<file path="config.mk">
export PLATFORM = sky130hd
export DESIGN_NAME = adc_pulse_sampler
export DESIGN_NICKNAME = d
export VERILOG_FILES = /design/src/rtl/adc_pkg.sv /design/src/rtl/adc_serial_rx.sv /design/src/rtl/adc_pulse_sampler.sv
export SDC_FILE = /design/constraint.sdc
export NUM_CORES = 1
export LEC_CHECK = 0
export CAP_MARGIN = 20
export CELL_PAD_IN_SITES_DETAIL_PLACEMENT = 1
export CELL_PAD_IN_SITES_GLOBAL_PLACEMENT = 2
export CORE_ASPECT_RATIO = 0.7
export CORE_MARGIN = 2
export CORE_UTILIZATION = 34
export DETAILED_ROUTE_END_ITERATION = 6
export PLACE_DENSITY = 0.85
export SYNTH_ARGS = -nofsm -noshare
export SYNTH_HDL_FRONTEND = slang
export SYNTH_HIERARCHICAL = 1
export SYNTH_SLANG_ARGS = --single-unit
</file>
<file path="constraint.sdc">
create_clock -name clk -period 2.6 [get_ports clk]
set_clock_uncertainty 0.1 [all_clocks]
set_input_delay 0.52 -clock clk [delete_from_list [all_inputs] [get_ports clk]]
set_output_delay 0.52 -clock clk [all_outputs]
set_load 0.005 [all_outputs]
</file>
<file path="src/rtl/adc_pkg.sv">
// adc_pkg: shared FSM encoding and accumulator width for adc_pulse_sampler
package adc_pkg;
    typedef enum logic [2:0] {PWRUP, ARM, DELAY, CONVERT, SHIFT, ACCUM, DONE} state_t;
    localparam int ADC_BITS_DEF = 12;
    localparam int AVG_LOG2_DEF = 3;
    localparam int ACC_W = ADC_BITS_DEF + AVG_LOG2_DEF;
    function automatic int acc_width(input int adc_bits, input int avg_log2);
        return adc_bits + avg_log2;
    endfunction
endpackage

</file>
<file path="src/rtl/adc_serial_rx.sv">
// adc_serial_rx: shared SCK generator and per-channel SDO shift registers, SCK idles low
module adc_serial_rx #(
    parameter int NCH      = 2,
    parameter int ADC_BITS = 12,
    parameter int SCK_HALF = 1
) (
    input  logic                          clk,
    input  logic                          rstn,
    input  logic                          i_start,
    input  logic [NCH-1:0]                i_sdo,
    output logic                          o_sck,
    output logic                          o_done,
    output logic [NCH-1:0][ADC_BITS-1:0]  o_data
);
    localparam int NB = ADC_BITS + 2;
    localparam int BW = $clog2(NB);
    localparam int HW = $clog2(SCK_HALF + 1);
    logic                         r_active;
    logic                         r_sck;
    logic                         r_done;
    logic [BW-1:0]                r_bits;
    logic [HW-1:0]                r_half;
    logic [NCH-1:0][ADC_BITS-1:0] r_sh;
    logic                         w_half_end;
    logic                         w_shift;
    assign w_half_end = r_half == HW'(SCK_HALF - 1);
    assign w_shift    = r_active ? (w_half_end && !r_sck && r_bits != BW'(NB - 1)) : i_start;
    assign o_sck      = r_sck;
    assign o_done     = r_done;
    assign o_data     = r_sh;
    // SCK half-period timing; every rising SCK edge coincides with an SDO sample
    always_ff @(posedge clk or negedge rstn) begin
        if (!rstn) begin
            r_active <= 1'b0;
            r_sck    <= 1'b0;
            r_done   <= 1'b0;
            r_bits   <= '0;
            r_half   <= '0;
        end else begin
            r_done <= 1'b0;
            if (!r_active) begin
                if (i_start) begin
                    r_active <= 1'b1;
                    r_sck    <= 1'b1;
                    r_half   <= '0;
                    r_bits   <= '0;
                end
            end else if (!w_half_end) begin
                r_half <= r_half + 1'b1;
            end else begin
                r_half <= '0;
                if (r_sck) begin
                    r_sck <= 1'b0;
                end else if (r_bits == BW'(NB - 1)) begin
                    r_active <= 1'b0;
                    r_done   <= 1'b1;
                end else begin
                    r_sck  <= 1'b1;
                    r_bits <= r_bits + 1'b1;
                end
            end
        end
    end
    // MSB-first shift; the two leading zeros fall off the top after NB shifts
    always_ff @(posedge clk or negedge rstn) begin
        if (!rstn) r_sh <= '0;
        else if (w_shift) for (int c = 0; c < NCH; c++) r_sh[c] <= {r_sh[c][ADC_BITS-2:0], i_sdo[c]};
    end
endmodule

</file>
<file path="src/rtl/adc_pulse_sampler.sv">
// adc_pulse_sampler: laser-triggered multi-channel ADC burst sampler with average and peak (optional ADC_TRIP_EN adds trip outputs)
module adc_pulse_sampler
    import adc_pkg::*;
#(
    parameter int NCH           = 2,
    parameter int ADC_BITS      = ADC_BITS_DEF,
    parameter int OUT_W         = 16,
    parameter int AVG_LOG2      = AVG_LOG2_DEF,
    parameter int CONVERT_DELAY = 3000,
    parameter int CONV_CYCLES   = 21,
    parameter int SCK_HALF      = 1,
    parameter int PWRUP_CYCLES  = 65520
) (
    input  logic                 clk,
    input  logic                 rstn,
    input  logic                 i_laser_pulse,
    input  logic                 i_clear_peak,
    input  logic [NCH-1:0]       i_adc_sdo,
`ifdef ADC_TRIP_EN
    input  logic [OUT_W-1:0]     i_trip_level,
    output logic [NCH-1:0]       o_trip,
`endif
    output logic                 o_adc_sck,
    output logic                 o_adc_convert,
    output logic                 o_start_timer,
    output logic                 o_laser_pulse_delay,
    output logic                 o_busy,
    output logic                 o_avg_valid,
    output logic [NCH*OUT_W-1:0] o_avg_data,
    output logic [NCH*OUT_W-1:0] o_peak_data
);
    localparam int ACC_WL = acc_width(ADC_BITS, AVG_LOG2);
    state_t                       r_state;
    state_t                       w_next;
    logic [1:0]                   r_sync;
    logic                         r_sync_d;
    logic                         w_rise;
    logic [31:0]                  r_cnt;
    logic [AVG_LOG2-1:0]          r_smp;
    logic                         r_start_timer;
    logic                         r_avg_valid;
    logic                         w_rx_start;
    logic                         w_rx_done;
    logic                         w_first_done;
    logic [NCH-1:0][ADC_BITS-1:0] w_rx_data;
    logic [NCH-1:0][ACC_WL-1:0]   r_acc;
    logic [NCH-1:0][OUT_W-1:0]    r_avg;
    logic [NCH-1:0][OUT_W-1:0]    r_peak;
    adc_serial_rx #(.NCH(NCH), .ADC_BITS(ADC_BITS), .SCK_HALF(SCK_HALF)) u_rx (
        .clk     (clk),
        .rstn    (rstn),
        .i_start (w_rx_start),
        .i_sdo   (i_adc_sdo),
        .o_sck   (o_adc_sck),
        .o_done  (w_rx_done),
        .o_data  (w_rx_data)
    );
    assign w_rise              = r_sync[1] && !r_sync_d;
    assign w_first_done        = r_state == DONE && r_cnt == '0;
    assign o_laser_pulse_delay = r_sync[1];
    assign o_start_timer       = r_start_timer;
    assign o_adc_convert       = r_state == CONVERT;
    assign o_busy              = !(r_state == PWRUP || r_state == ARM);
    assign o_avg_valid         = r_avg_valid;
    assign o_avg_data          = r_avg;
    assign o_peak_data         = r_peak;
    // Two-flop synchroniser for the asynchronous laser gate plus an edge-detect tap
    always_ff @(posedge clk or negedge rstn) begin
        if (!rstn) {r_sync_d, r_sync} <= '0;
        else {r_sync_d, r_sync} <= {r_sync[1], r_sync[0], i_laser_pulse};
    end
    // State register, per-state cycle counter (saturating so a long DONE wait never re-fires the strobe)
    always_ff @(posedge clk or negedge rstn) begin
        if (!rstn) begin
            r_state       <= PWRUP;
            r_cnt         <= '0;
            r_start_timer <= 1'b0;
        end else begin
            r_state       <= w_next;
            r_cnt         <= (w_next != r_state) ? '0 : (r_cnt == '1) ? r_cnt : r_cnt + 32'd1;
            r_start_timer <= w_next == DELAY;
        end
    end
    // Next-state logic; laser edges are only looked at in ARM, so a burst cannot be retriggered
    always_comb begin
        w_next     = r_state;
        w_rx_start = 1'b0;
        case (r_state)
            PWRUP:   w_next = (r_cnt == PWRUP_CYCLES - 1) ? ARM : PWRUP;
            ARM:     w_next = w_rise ? DELAY : ARM;
            DELAY:   w_next = (r_cnt == CONVERT_DELAY - 1) ? CONVERT : DELAY;
            CONVERT: begin
                w_rx_start = r_cnt == CONV_CYCLES - 1;
                w_next     = w_rx_start ? SHIFT : CONVERT;
            end
            SHIFT:   w_next = w_rx_done ? ACCUM : SHIFT;
            ACCUM:   w_next = (r_smp == '1) ? DONE : CONVERT;
            DONE:    w_next = (r_cnt != '0 && !r_sync[1]) ? ARM : DONE;
            default: w_next = PWRUP;
        endcase
    end
    // Burst accumulation; cleared together with the peak update on the strobe cycle
    always_ff @(posedge clk or negedge rstn) begin
        if (!rstn) begin
            r_acc <= '0;
            r_smp <= '0;
        end else if (r_avg_valid) begin
            r_acc <= '0;
        end else if (r_state == ACCUM) begin
            r_smp <= r_smp + 1'b1;
            for (int c = 0; c < NCH; c++) r_acc[c] <= r_acc[c] + ACC_WL'(w_rx_data[c]);
        end
    end
    // Average is latched on entry to DONE so it is stable while avg_valid strobes the next cycle
    always_ff @(posedge clk or negedge rstn) begin
        if (!rstn) begin
            r_avg       <= '0;
            r_avg_valid <= 1'b0;
        end else begin
            r_avg_valid <= w_first_done;
            if (w_first_done) for (int c = 0; c < NCH; c++) r_avg[c] <= OUT_W'(r_acc[c][ACC_WL-1:AVG_LOG2]);
        end
    end
    // Running peak; a new average overrides a simultaneous clear
    always_ff @(posedge clk or negedge rstn) begin
        if (!rstn) r_peak <= '0;
        else for (int c = 0; c < NCH; c++)
            r_peak[c] <= r_avg_valid ? ((i_clear_peak || r_avg[c] > r_peak[c]) ? r_avg[c] : r_peak[c])
                       : i_clear_peak ? '0 : r_peak[c];
    end
`ifdef ADC_TRIP_EN
    logic [NCH-1:0] r_trip;
    assign o_trip = r_trip;
    // Sticky over-level flags; setting beats a simultaneous clear
    always_ff @(posedge clk or negedge rstn) begin
        if (!rstn) r_trip <= '0;
        else for (int c = 0; c < NCH; c++)
            r_trip[c] <= (r_avg_valid && r_avg[c] > i_trip_level) ? 1'b1 : i_clear_peak ? 1'b0 : r_trip[c];
    end
`endif
endmodule
</file>
==> flow_summary.ini, run 1 <==
[synthesis]
ys_top_cells_by_area = dfrtp_1, ha_1, mux2_2
ys_ff_latch = 152
avgSynthCellArea_sq_um = 10.4
netlist.area_leader.share = 0.451
netlist_area_sq_um = 8440
synth.distinct_cells = 68
synth_edf_count = 0
ys_async_sr_fraction = 1.00
synthCells = 811
ys_dominant_reg_cell = dfrtp_1
synth-seq-area-share = 0.451
ys_warn_count = 6
yosys.area.top_type = dfrtp_1

[floorplan]
rows = 48
die_w_um = 192
coreArea_sq_um = 24500
initial_utilization = 0.345
ios = 76
die_height_um = 136
die_area_sq_um = 26100

[worst_hold_path]
hold_end = r_sync[1]
hold_class = flop to flop
worst_hold_path.num_cells = 0
worstHoldStart = r_sync[0]

[final_layout]
fin_area_sq_um = 10600
fillers = 2716
antenna_cells = 0
final_cells = 1267
areaGrowthSynthToFinish_pct = 25.7
drive_above_1_share = 0.219
finalNetCount = 991

[detailed_routing]
post_drt_wl_per_cell_um = 16.6
antenna_left = 0
drc = 0
dr_total_vias = 6380
wirelength_um = 21100
firstDrtPassIters = 4
drt-initial-drc-count = 284
vias_per_cell = 5.04

[clock_network]
cts_tree = done
htreeDepth = 4
numCtsBuffers = 17
root_buffer = clkbuf_16
clk_latency_ns = 0.42
clock-sinks = 152
clkTransAtPathRegs_ns = 0.07
clockBufferDepth = 2

[critical_path]
rrSetupSlack_ns = 0.07
crit_fanout = 4
end_kind = flop
worst-setup-path-type = flop to flop
cp-start-kind = flop
required_ns = 2.79
r2r-end = r_acc[13]
cp_data_arrival_time_ns = 2.72
reg2reg_depth = 8
r2r_start = u_rx/o_data[1]

[placed_design]
dp.cells = 1225
portBuffers = 59
globalplace.congestion = 0.761
dpl.hpwl_um = 15200
placed_area_sq_um = 9710

[grt]
grt_overflow = 0
grt_max_degree = 57
grt_pass1_wl_um = 34200
grt_pass1_vias = 6414
grt_antenna_before_repair = 0
grt.total_usage = 0.166

[timing]
period_minus_slack_ns = 2.53
setup_viol = 0
drv_slew = 0
max_slew_margin = 0.637
fmax_ghz = 0.396
min_period_over_period = 0.971
final_hold_viol_count = 0
tightest_slew_ns = 0.545

[pwr]
p_seq_frac = 0.462
ir_drop_v = 0.000345
power-per-cell-area_nw_per_um2 = 484
swShare = 0.209
p_sw_mw = 1.08
comb_power_share = 0.021
power.internal_mw = 4.06
leakagePower_nw = 4.96
power_frac_clock = 0.518

[job]
drv_cap = 0

[status]
status = completed
power groups by stage:
stage               Clock, mW  Combinational [mW]  Sequential [mW]
finish                   2.66               0.106             2.37
global route             2.81               0.120             2.37
CTS                      2.70               0.110             2.37
detailed placement          0               0.108             2.41
global placement            0               0.108             2.41
floorplan                   0              0.0425             2.42
how the worst max path moves through the flow:
stage / startpoint / end / cells past startpoint
finish: u_rx/o_data[1] / r_acc[13] / 8
CTS: u_rx/o_data[1] / r_acc[13] / 8
detailed placement: u_rx/o_data[0] / r_acc[14] / 9
global route: u_rx/o_data[1] / r_acc[13] / 8
global placement: u_rx/o_data[12] / r_acc[29] / 9
floorplan: u_rx/o_data[12] / r_acc[29] / 9
repair_timing:
item | 4_1_cts | 5_1_grt
pin swaps | 1 | 20
endpoints found under the setup margin | 63 | 86
hold buffers | 1 | 0
setup buffers | 1 | 8
endpoints found under the hold margin | 51 | 0
gates resized for setup | 7 | 36
cell usage in the layout, fill, tap and decap left out, drive strengths merged, types with 14 or more instances in the layout:
cell type,count
clkdlybuf4s50,58
clkbuf,21
nor2,70
ha,54
nand4,14
xor2,30
mux2,51
mux2i,26
xnor2,20
a21oi,37
conb,16
nand2,88
inv,45
buf,66
o21ai,21
nor3,15
nand3,29
dfrtp,152
registers in the layout (all words and copies together), names as in the netlist:
signal         cells
r_cnt             32
r_acc             30
o_avg_data        24
o_peak_data       24
u_rx/o_data       24
u_rx/r_bits        4
r_smp              3
r_state            3
r_sync             2
o_avg_valid        1
o_start_timer      1
r_sync_d           1
u_rx/o_done        1
u_rx/o_sck         1
u_rx/r_active      1
cells in the mapped netlist (20+ instances only):
library cell	number
nand3_1	29
mux2_2	35
ha_1	54
o21ai_0	21
mux2i_1	25
nand2_1	88
nor2_1	68
a21oi_1	37
dfrtp_1	152
xor2_1	30
inv_1	45
xnor2_1	20
cell type report:
cell class,instances,area [sq um],share of cell area
flip-flops and latches,152,3810,0.359
well taps,325,407,0.0383
clock buffers,21,460,0.0434
repair buffers,125,1180,0.112
clock inverters,11,171,0.0161
inverters,45,169,0.0159
multi-input cells,588,4410,0.416
worst max-delay path: stages, from the launching register on:
cell and delay (ns):
dfrtp_2 0.45, ha_4 0.25, a211o_1 0.30, a2111oi_4 0.49, o31ai_4 0.11, o211a_1 0.25
o211ai_1 0.21, xor2_1 0.17, nor2_1 0.05
routing by layer:
layer / share of wire / up-vias / track usage
met5: 0 / - / 0
met4: 0.0068 / 0 / 0.0433
met3: 0.030 / 7 / 0.0261
met2: 0.42 / 88 / 0.242
met1: 0.54 / 3227 / 0.255
li1: - / 3058 / -
through the flow:
stage	hold WS, ns	util	total power, mW	setup slack [ns]	setup TNS [ns]
after detailed placement	0.239	0.396	2.52	-0.0461	-0.130
final	0.252	0.433	5.14	0.0742	0
after global placement	0.236	0.396	2.52	-0.0120	-0.0120
after CTS	0.255	0.424	5.19	0.00346	0
after floorplan	0.124	-	2.46	0.0327	0
after global routing	0.259	0.433	5.30	-0.00501	-0.00501
cells by family after synthesis:
kind of cell,share of synthesized area
buffers and inverters,0.0560
and+or+nand+nor,0.156
muxes,0.107
AOI/OAI and AO/OA,0.0931
adders and majority gates,0.0848
DFF,0.451
other,0.000444
xor gates and xnor gates,0.0519
Power figures use the tool's default switching activity.
==> run 2: changes to the inputs <==
--- a/config.mk
+++ b/config.mk
@@ -10,9 +10,10 @@
 export CELL_PAD_IN_SITES_GLOBAL_PLACEMENT = 2
 export CORE_ASPECT_RATIO = 0.7
 export CORE_MARGIN = 2
-export CORE_UTILIZATION = 34
+export CORE_UTILIZATION = 35
+export CTS_BUF_LIST = sky130_fd_sc_hd__clkbuf_8
 export DETAILED_ROUTE_END_ITERATION = 6
-export PLACE_DENSITY = 0.85
+export PLACE_DENSITY = 0.87
 export SYNTH_ARGS = -nofsm -noshare
 export SYNTH_HDL_FRONTEND = slang
 export SYNTH_HIERARCHICAL = 1
==> run 2 against run 1 <==
Effect of this change: critical path depth unchanged; total power fell by 14%; global-route usage is 0.63 points higher; maximum frequency fell by 0.82%; combinational power hardly changed; largest power group is now sequential cells.
==> flow_summary.ini, run 2 (synthesis results as in run 1) <==
[status]
status = completed

[detailed_routing]
drt-initial-drc-count = 319
vias_per_cell = 5.04
wirelength_um = 21300
post_drt_wl_per_cell_um = 17.0
drc = 0
antenna_left = 0
dr_total_vias = 6319
firstDrtPassIters = 4

[final_layout]
fillers = 2637
finalNetCount = 986
seq_area_sq_um = 3810
drive_above_1_share = 0.203
multi_input_area_sq_um = 4350
antenna_cells = 0
reg_top3 = r_cnt (32), r_acc (30)
final_cell_mix = dfrtp_1, nand2_1, nor2_1
areaGrowthSynthToFinish_pct = 21.7
largest_register_ff_count = 32
final_common_cell = dfrtp_1
largest-register = r_cnt
final_util = 0.435

[critical_path]
required_ns = 2.85
reg2reg_depth = 8
worst-setup-path-type = flop to flop
critPathSlowestCell = a2111oi_4
path_buf_inv = 0
crit_fanout = 3
cp-start-kind = flop
end_kind = flop
cpPeakStageDelay_ns = 0.49
path_delay_family = compound AO/OA/AOI/OAI gates
r2r-end = r_acc[13]
r2r_start = u_rx/o_data[0]
crit_chain = ha_1 > a211o_1 > a2111oi_4 > o31ai_4 > o211a_1 > o211ai_1 > xor2_1 > nor2_1
rrSetupSlack_ns = 0.05
cp_data_arrival_time_ns = 2.79
cp-startpoint = u_rx/o_data[0]

[timing]
tightest_slew_ns = 0.535
drv_slew = 0
min_period_over_period = 0.980
max_slew_margin = 0.642
fmax_ghz = 0.393
setup_viol = 0
setup_ws_ns = 0.0533
period_minus_slack_ns = 2.55
final_hold_viol_count = 0
grt_setup_unrepaired = true

[worst_hold_path]
hold_end = r_sync[1]
worst_hold_path.num_cells = 0
hold_class = flop to flop
worstHoldStart = r_sync[0]

[floorplan]
initial_utilization = 0.357
die_area_sq_um = 25400
ios = 76
die_height_um = 134
die_w_um = 190
rows = 47
coreArea_sq_um = 23600

[placed_design]
portBuffers = 59
post-place-ws_ns = -0.113
dpl.hpwl_um = 15400
globalplace.congestion = 0.808

[pwr]
leakagePower_nw = 4.83
power-per-cell-area_nw_per_um2 = 432
ir_drop_v = 0.000246
finalPower_mw = 4.44

[grt]
grt_pass1_wl_um = 34800
grt_pass1_vias = 6520
grt_antenna_before_repair = 0
grt_overflow = 0
grt_max_degree = 41
grt.total_usage = 0.173

[clock_network]
clockBufferDepth = 2
htreeDepth = 4
numCtsBuffers = 17
clk_latency_ns = 0.46
clock-sinks = 152
clkTransAtPathRegs_ns = 0.10
cts_tree = done
root_buffer = clkbuf_8

[job]
drv_cap = 0
run 2: changes by cell type in the layout (fill, tap and decap cells not counted), moves of 3 or more:
cell,previous run,this run
nor2_2,6,3
nor2_1,64,67
inv_6,0,4
clkbuf_8,2,17
clkbuf_16,17,0
run 2: worst register-to-register path, stage by stage (launching register included):
cell and delay (ns):
dfrtp_1 0.40, ha_1 0.25, a211o_1 0.38, a2111oi_4 0.49, o31ai_4 0.11, o211a_1 0.24
o211ai_1 0.24, xor2_1 0.17, nor2_1 0.06
run 2: metrics by stage:
stage	std cells	hold WS, ns	TNS [ns]	instance area, sq um
finish	1255	0.273	0	10300
global route	1255	0.293	-0.156	10300
CTS	1245	0.273	-0.00916	10100
detailed placement	1212	0.253	-0.807	9640
global placement	1212	0.232	-0.0196	9640
floorplan	826	0.124	0	8500
run 2: area by class of cell:
class	instances	share of cell area
Clock inverter	15	0.0186
Clock buffer	17	0.0228
Inverter	45	0.0164
Tap cell	318	0.0387
Sequential cell	152	0.371
Timing Repair Buffer	120	0.110
Multi-Input combinational cell	588	0.423
run 2: power breakdown:
group / internal, mW / leakage (nW) / switching [mW] / total [mW]
Combinational: 0.0335 / 2.54 / 0.0709 / 0.104
Sequential: 2.37 / 2.09 / 0.00235 / 2.37
Clock: 0.969 / 0.198 / 0.997 / 1.97
Total: 3.37 / 4.83 / 1.07 / 4.44
run 2: routing by layer:
metal | vias up | track usage | routed length, um
li1 | 3048 | - | -
met3 | 13 | 0.0288 | 581
met2 | 82 | 0.249 | 9170
met1 | 3176 | 0.267 | 11400
met5 | - | 0 | 0
met4 | 0 | 0.0418 | 198
run 2: worst max path at each step:
stage	end	slack (ns)	cells after the start
6_report	r_acc[13]	0.05	8
5_1_grt	r_acc[14]	-0.07	9
4_1_cts	r_acc[13]	-0.009	8
3_5_place_dp	r_acc[13]	-0.11	8
3_3_place_gp	r_acc[29]	-0.007	9
2_1_floorplan	r_acc[29]	0.03	9
run 2: repair_timing:
item                       in CTS  in global routing
hold buffers                    1                  0
setup buffers                   0                 10
hold endpoints to repair       34                  0
setup endpoints to repair      61                 66
pin swaps                       0                 15
resized for setup               7                 20
==> run 3: changes to the inputs <==
--- a/config.mk
+++ b/config.mk
@@ -9,7 +9,7 @@
 export CELL_PAD_IN_SITES_DETAIL_PLACEMENT = 1
 export CELL_PAD_IN_SITES_GLOBAL_PLACEMENT = 2
 export CORE_ASPECT_RATIO = 0.7
-export CORE_MARGIN = 2
+export CORE_MARGIN = 3
 export CORE_UTILIZATION = 35
 export CTS_BUF_LIST = sky130_fd_sc_hd__clkbuf_8
 export DETAILED_ROUTE_END_ITERATION = 6
==> run 3 against run 2 <==
Effect of this change: flip-flop and latch count stayed put; first-iteration DRC count grew 6.0%; design area increased by 0.44%; cell count hardly changed; hold slack got worse by 0.015 ns; global-route usage fell by 0.30 points; non-clock buffer count is 7 higher; routed wire length is 1.6% higher.
==> flow_summary.ini, run 3 (synthesis results as in run 1) <==
[timing]
drv_slew = 0
min_period_over_period = 0.972
max_slew_margin = 0.640
tightest_slew_ns = 0.538
grt_setup_unrepaired = true
final_hold_viol_count = 0
finalSetupTns_ns = 0
fin_hold_ws_ns = 0.257
setup_ws_ns = 0.0733
setup_viol = 0
period_minus_slack_ns = 2.53
fmax_ghz = 0.396

[critical_path]
critPathSlowestCell = a2111oi_4
crit_chain = ha_1 > a211o_1 > a2111oi_4 > o31ai_4 > o211a_1 > o211ai_1 > xor2_1 > nor2_1
path_buf_inv = 0
cp_num_cells = 8
cp-startpoint = u_rx/o_data[0]
cp-start-kind = flop
r2r_start = u_rx/o_data[0]
required_ns = 2.84
end_kind = flop
reg2reg_depth = 8
worst-setup-path-type = flop to flop
cpPeakStageDelay_ns = 0.48
r2r-end = r_acc[13]
crit_fanout = 4
cp_data_arrival_time_ns = 2.76
endpoint = r_acc[13]
rrSetupSlack_ns = 0.07
path_delay_family = compound AO/OA/AOI/OAI gates

[final_layout]
fin_area_sq_um = 10300
final_cell_mix = dfrtp_1, nand2_1, nor2_1
final_cells = 1256
multi_input_area_sq_um = 4330
reg_top3 = r_cnt (32), r_acc (30)
finalNetCount = 993
areaGrowthSynthToFinish_pct = 22.2
final_common_cell = dfrtp_1
largest_register_ff_count = 32
largest-register = r_cnt
antenna_cells = 0
fillers = 2539
final_util = 0.445
seq_area_sq_um = 3810
drive_above_1_share = 0.210

[detailed_routing]
vias_per_cell = 5.13
post_drt_wl_per_cell_um = 17.2
wirelength_um = 21600
dr_total_vias = 6444
firstDrtPassIters = 4
drt-initial-drc-count = 338
antenna_left = 0
drc = 0

[floorplan]
initial_utilization = 0.364
coreArea_sq_um = 23200
ios = 76
die_height_um = 136
die_area_sq_um = 26100
rows = 46
die_w_um = 192

[worst_hold_path]
worstHoldStart = r_sync[0]
hold_class = flop to flop
worst_hold_path.num_cells = 0

[grt]
grt_antenna_before_repair = 0
busiest_layer = met1
grt_pass1_vias = 6553
met2_usage = 0.248
grt_pass1_wl_um = 35000
grt_overflow = 0
grt_use_met1 = 0.256
grt_max_degree = 53
grt_util_met3 = 0.0327
grt.total_usage = 0.169

[clock_network]
clk_latency_ns = 0.47
root_buffer = clkbuf_8
cts_tree = done
numCtsBuffers = 17
clkTransAtPathRegs_ns = 0.09
htreeDepth = 4
clock-sinks = 152
clockBufferDepth = 2

[pwr]
power-per-cell-area_nw_per_um2 = 432
finalPower_mw = 4.46
leakagePower_nw = 4.88
ir_drop_v = 0.000240

[placed_design]
post-place-ws_ns = -0.102
dpl.hpwl_um = 15500
placed_area_sq_um = 9660
globalplace.congestion = 0.766
dp.cells = 1207
portBuffers = 59

[job]
drv_cap = 0

[status]
status = completed
[run 3: changes by cell type in the layout (fill, tap and decap cells not counted), sizes merged]
cell / delta
buf: +7
clkinv: +4
clkinvlp: -3
inv: -1
[run 3: power by group]
group          switching (mW)  leakage, nW  total (mW)  internal, mW
sequential            0.00186         2.09        2.37          2.37
clock                    1.01        0.208        1.98         0.969
combinational          0.0729         2.58       0.108        0.0355
[run 3: what timing repair did]
action                                 4_1_cts  5_1_grt
resized for setup                            8       17
setup buffers                                1       15
setup endpoints to repair                   62       65
endpoints found under the hold margin       49        0
hold buffers                                 1        0
pin swaps                                    2       14
[run 3: layout make-up]
type | count | area share
multi-input cells | 588 | 0.420
flip-flops and latches | 152 | 0.369
repair buffers | 127 | 0.116
well taps | 312 | 0.0378
clock buffers | 17 | 0.0227
clock inverters | 15 | 0.0187
inverters | 45 | 0.0164
[run 3: worst min path at each step]
stage	to	slack [ns]
final	r_sync[1]	0.26
after floorplan	o_avg_data[0]	0.12
after global routing	r_sync[1]	0.28
after global placement	r_sync[1]	0.24
after detailed placement	r_sync[1]	0.24
after CTS	r_sync[1]	0.26
[run 3: layer usage]
layer	up-vias	routed length, um
li1	3055	-
met1	3278	11300
met2	96	9490
met3	15	663
met4	0	227
met5	-	0
==> RTL edit (settings of run 3) <==
The option `ADC_TRIP_EN` is turned on by a define.
--- a/src/rtl/adc_pulse_sampler.sv
+++ b/src/rtl/adc_pulse_sampler.sv
@@ -1,4 +1,6 @@
 // adc_pulse_sampler: laser-triggered multi-channel ADC burst sampler with average and peak (optional ADC_TRIP_EN adds trip outputs)
+`define ADC_TRIP_EN
+
 module adc_pulse_sampler
     import adc_pkg::*;
 #(
Interface: changed (added i_trip_level and o_trip); port bits go from 76 to 94. No check against the original RTL was run, so the function may have changed too.
==> RTL edit against run 3 <==
Non-clock buffer count is 13 higher; sequential cell count is 2 higher; global-route usage is 1.4 points higher; die area is 9.3% higher; critical path depth is 2 lower; worst setup slack better by 0.071 ns; area after synthesis is 9.7% higher; final area is 9.4% higher; routed wire length is 18% higher; total power is 2.0% higher.
==> RTL edit: results (changes against run 3) <==
Outcome
  • Outcome: completed

Layout
  • Largest regs: r_cnt (32), r_acc (30)
  • Nets: 1151 (+16%)
  • Final Util: 43.7% (-0.84 points)
  • Share of cells above drive strength 1: 15.6% (-5.3 points)
  • Fillers: 2952 (+16%)
  • # diodes: 0 (unchanged)

Global routing
  • Global routing usage on met2: 27.9% (+3.1 points)
  • Met3 Use GR: 3.50% (+0.22 points)
  • Number of antenna violations at the first check in global routing: 0 (unchanged)
  • Met1 Resource Use GR: 27.4% (+1.8 points)
  • Vias in the first global route: 7711 (+18%)
  • First-pass GRT wire length: 42200 microns (+21%)
  • Total GRT Usage: 18.3% (+1.4 points)
  • Largest net degree at the start of global routing: 51 (-3.8%)

Power
  • Flop pwr share: 52.8% (-0.3 points)
  • VDD IR max: 0.321 mV (+34%)
  • Combinational fraction of design power: 3.5% (+1.1 points)
  • Sw Ratio: 23.2% (-1.2 points)
  • Tot Pwr: 4.54 mW (+2.0%)
  • Leakage power: 5.36 nW (+9.7%)

Detailed routing
  • WL met2: 11400 microns (+20%)
  • DR iter-0 viols: 388 (+15%)
  • DRT met1 WL: 13400 microns (+19%)
  • DR top layer: met4
  • Met3 WL: 576 microns (-13%)
  • Drt pass-1 iters: 4 (unchanged)
  • Routed len/inst: 18.0 microns (+4.4%)
  • Vias post-DR: 7401 (+15%)

Worst setup path
  • Crit path largest cell delay: 0.45 ns (-0.03 ns)
  • CP max-delay cell: dfrtp_1
  • Arr. time, crit path: 2.71 ns (-0.05 ns)
  • Critical-path maximum fanout: 4 (unchanged)

Clock network
  • CTS max path bufs: 2 (unchanged)
  • Worst-path clk slew: 0.09 ns (about the same)
  • Post-CTS Setup Repair Bufs: 0 (-1)
  • CTS root buf: clkbuf_8
  • CTS buffer count: 17 (unchanged)
  • Htree depth: 4 (unchanged)

Synthesis
  • Commonest cells post-synth: 154 x dfrtp_1, 85 x nand2_1, 78 x ha_1, 66 x nor2_1, 52 x inv_1
  • Yosys reg bits: 154 (+1.3%)
  • Distinct cells, synth: 70 (+2.9%)
  • Post-synthesis sequential area ratio: 41.6% (-3.4 points)
  • Async SR Flop Fraction: 100% (unchanged)
  • Syn. warnings: 6 (unchanged)
  • Top post-synthesis cells by area: dfrtp_1 42%, ha_1 11%, mux2_2 4.0%

Placed design
  • Routability cong.: 0.787 (+2.7%)
  • Port bufs: 77 (+31%)
  • DP HPWL: 19200 microns (+24%)
  • Total placed instance area: 0.0108 sq mm (+12%)
  • Pre-CTS setup slack: -0.0524 ns (+0.0496 ns)

Timing
  • Max-Slew Margin vs Limit: 56.8% (-7.1 points)

Hold path
  • Min-Delay Path Class: flip-flop to flip-flop
-- RTL edit: through the flow --
step | hold slack [ns] | cells
floorplan | 0.124 | 935
global placement | 0.236 | 1386
detailed placement | 0.239 | 1386
CTS | 0.257 | 1419
global route | 0.261 | 1419
finish | 0.256 | 1419
-- RTL edit: worst paths after layout --
kind	startpoint	to	slack (ns)	cells past startpoint
min reg2reg	r_sync[0]	r_sync[1]	0.26	0
min	r_sync[0]	r_sync[1]	0.26	0
max	u_rx/o_data[13]	r_acc[26]	0.14	6
max in group asynchronous	rstn	u_rx/o_data[19]	1.25	3
min in group asynchronous	rstn	o_peak_data[1]	0.45	2
max reg2reg	u_rx/o_data[13]	r_acc[26]	0.14	6
-- RTL edit: layout make-up --
cell class                 instances  area (sq um)  share of cell area, %
multi-input combinational        684          5070                   44.9
sequential                       154          3850                   34.1
timing repair buffer             140          1310                   11.6
tap                              357           447                   3.95
clock buffer                      17           234                   2.07
inverter                          52           195                   1.73
clock inverter                    15           186                   1.65
-- RTL edit: kinds of logic (layout without fill, tap and decap cells) --
| logic type | after synthesis | in the layout | synth area share, % |
|---|---|---|---|
| other | 1 | 16 | 0.0405 |
| flip-flops | 154 | 154 | 41.6 |
| XOR/XNOR | 37 | 37 | 3.50 |
| buffers and inverters | 97 | 224 | 5.24 |
| adder cells (fa/ha/maj) | 80 | 80 | 11.0 |
| AO/OA/AOI/OAI | 187 | 187 | 13.6 |
| multiplexers | 64 | 64 | 8.36 |
| AND/OR/NAND/NOR | 300 | 300 | 16.7 |
-- RTL edit: repair_timing --
item | in CTS | in global routing
hold endpoints to repair | 38 | 0
pin swaps | 0 | 1
resized for setup | 2 | 18
hold buffers | 1 | 0
setup endpoints to repair | 3 | 63
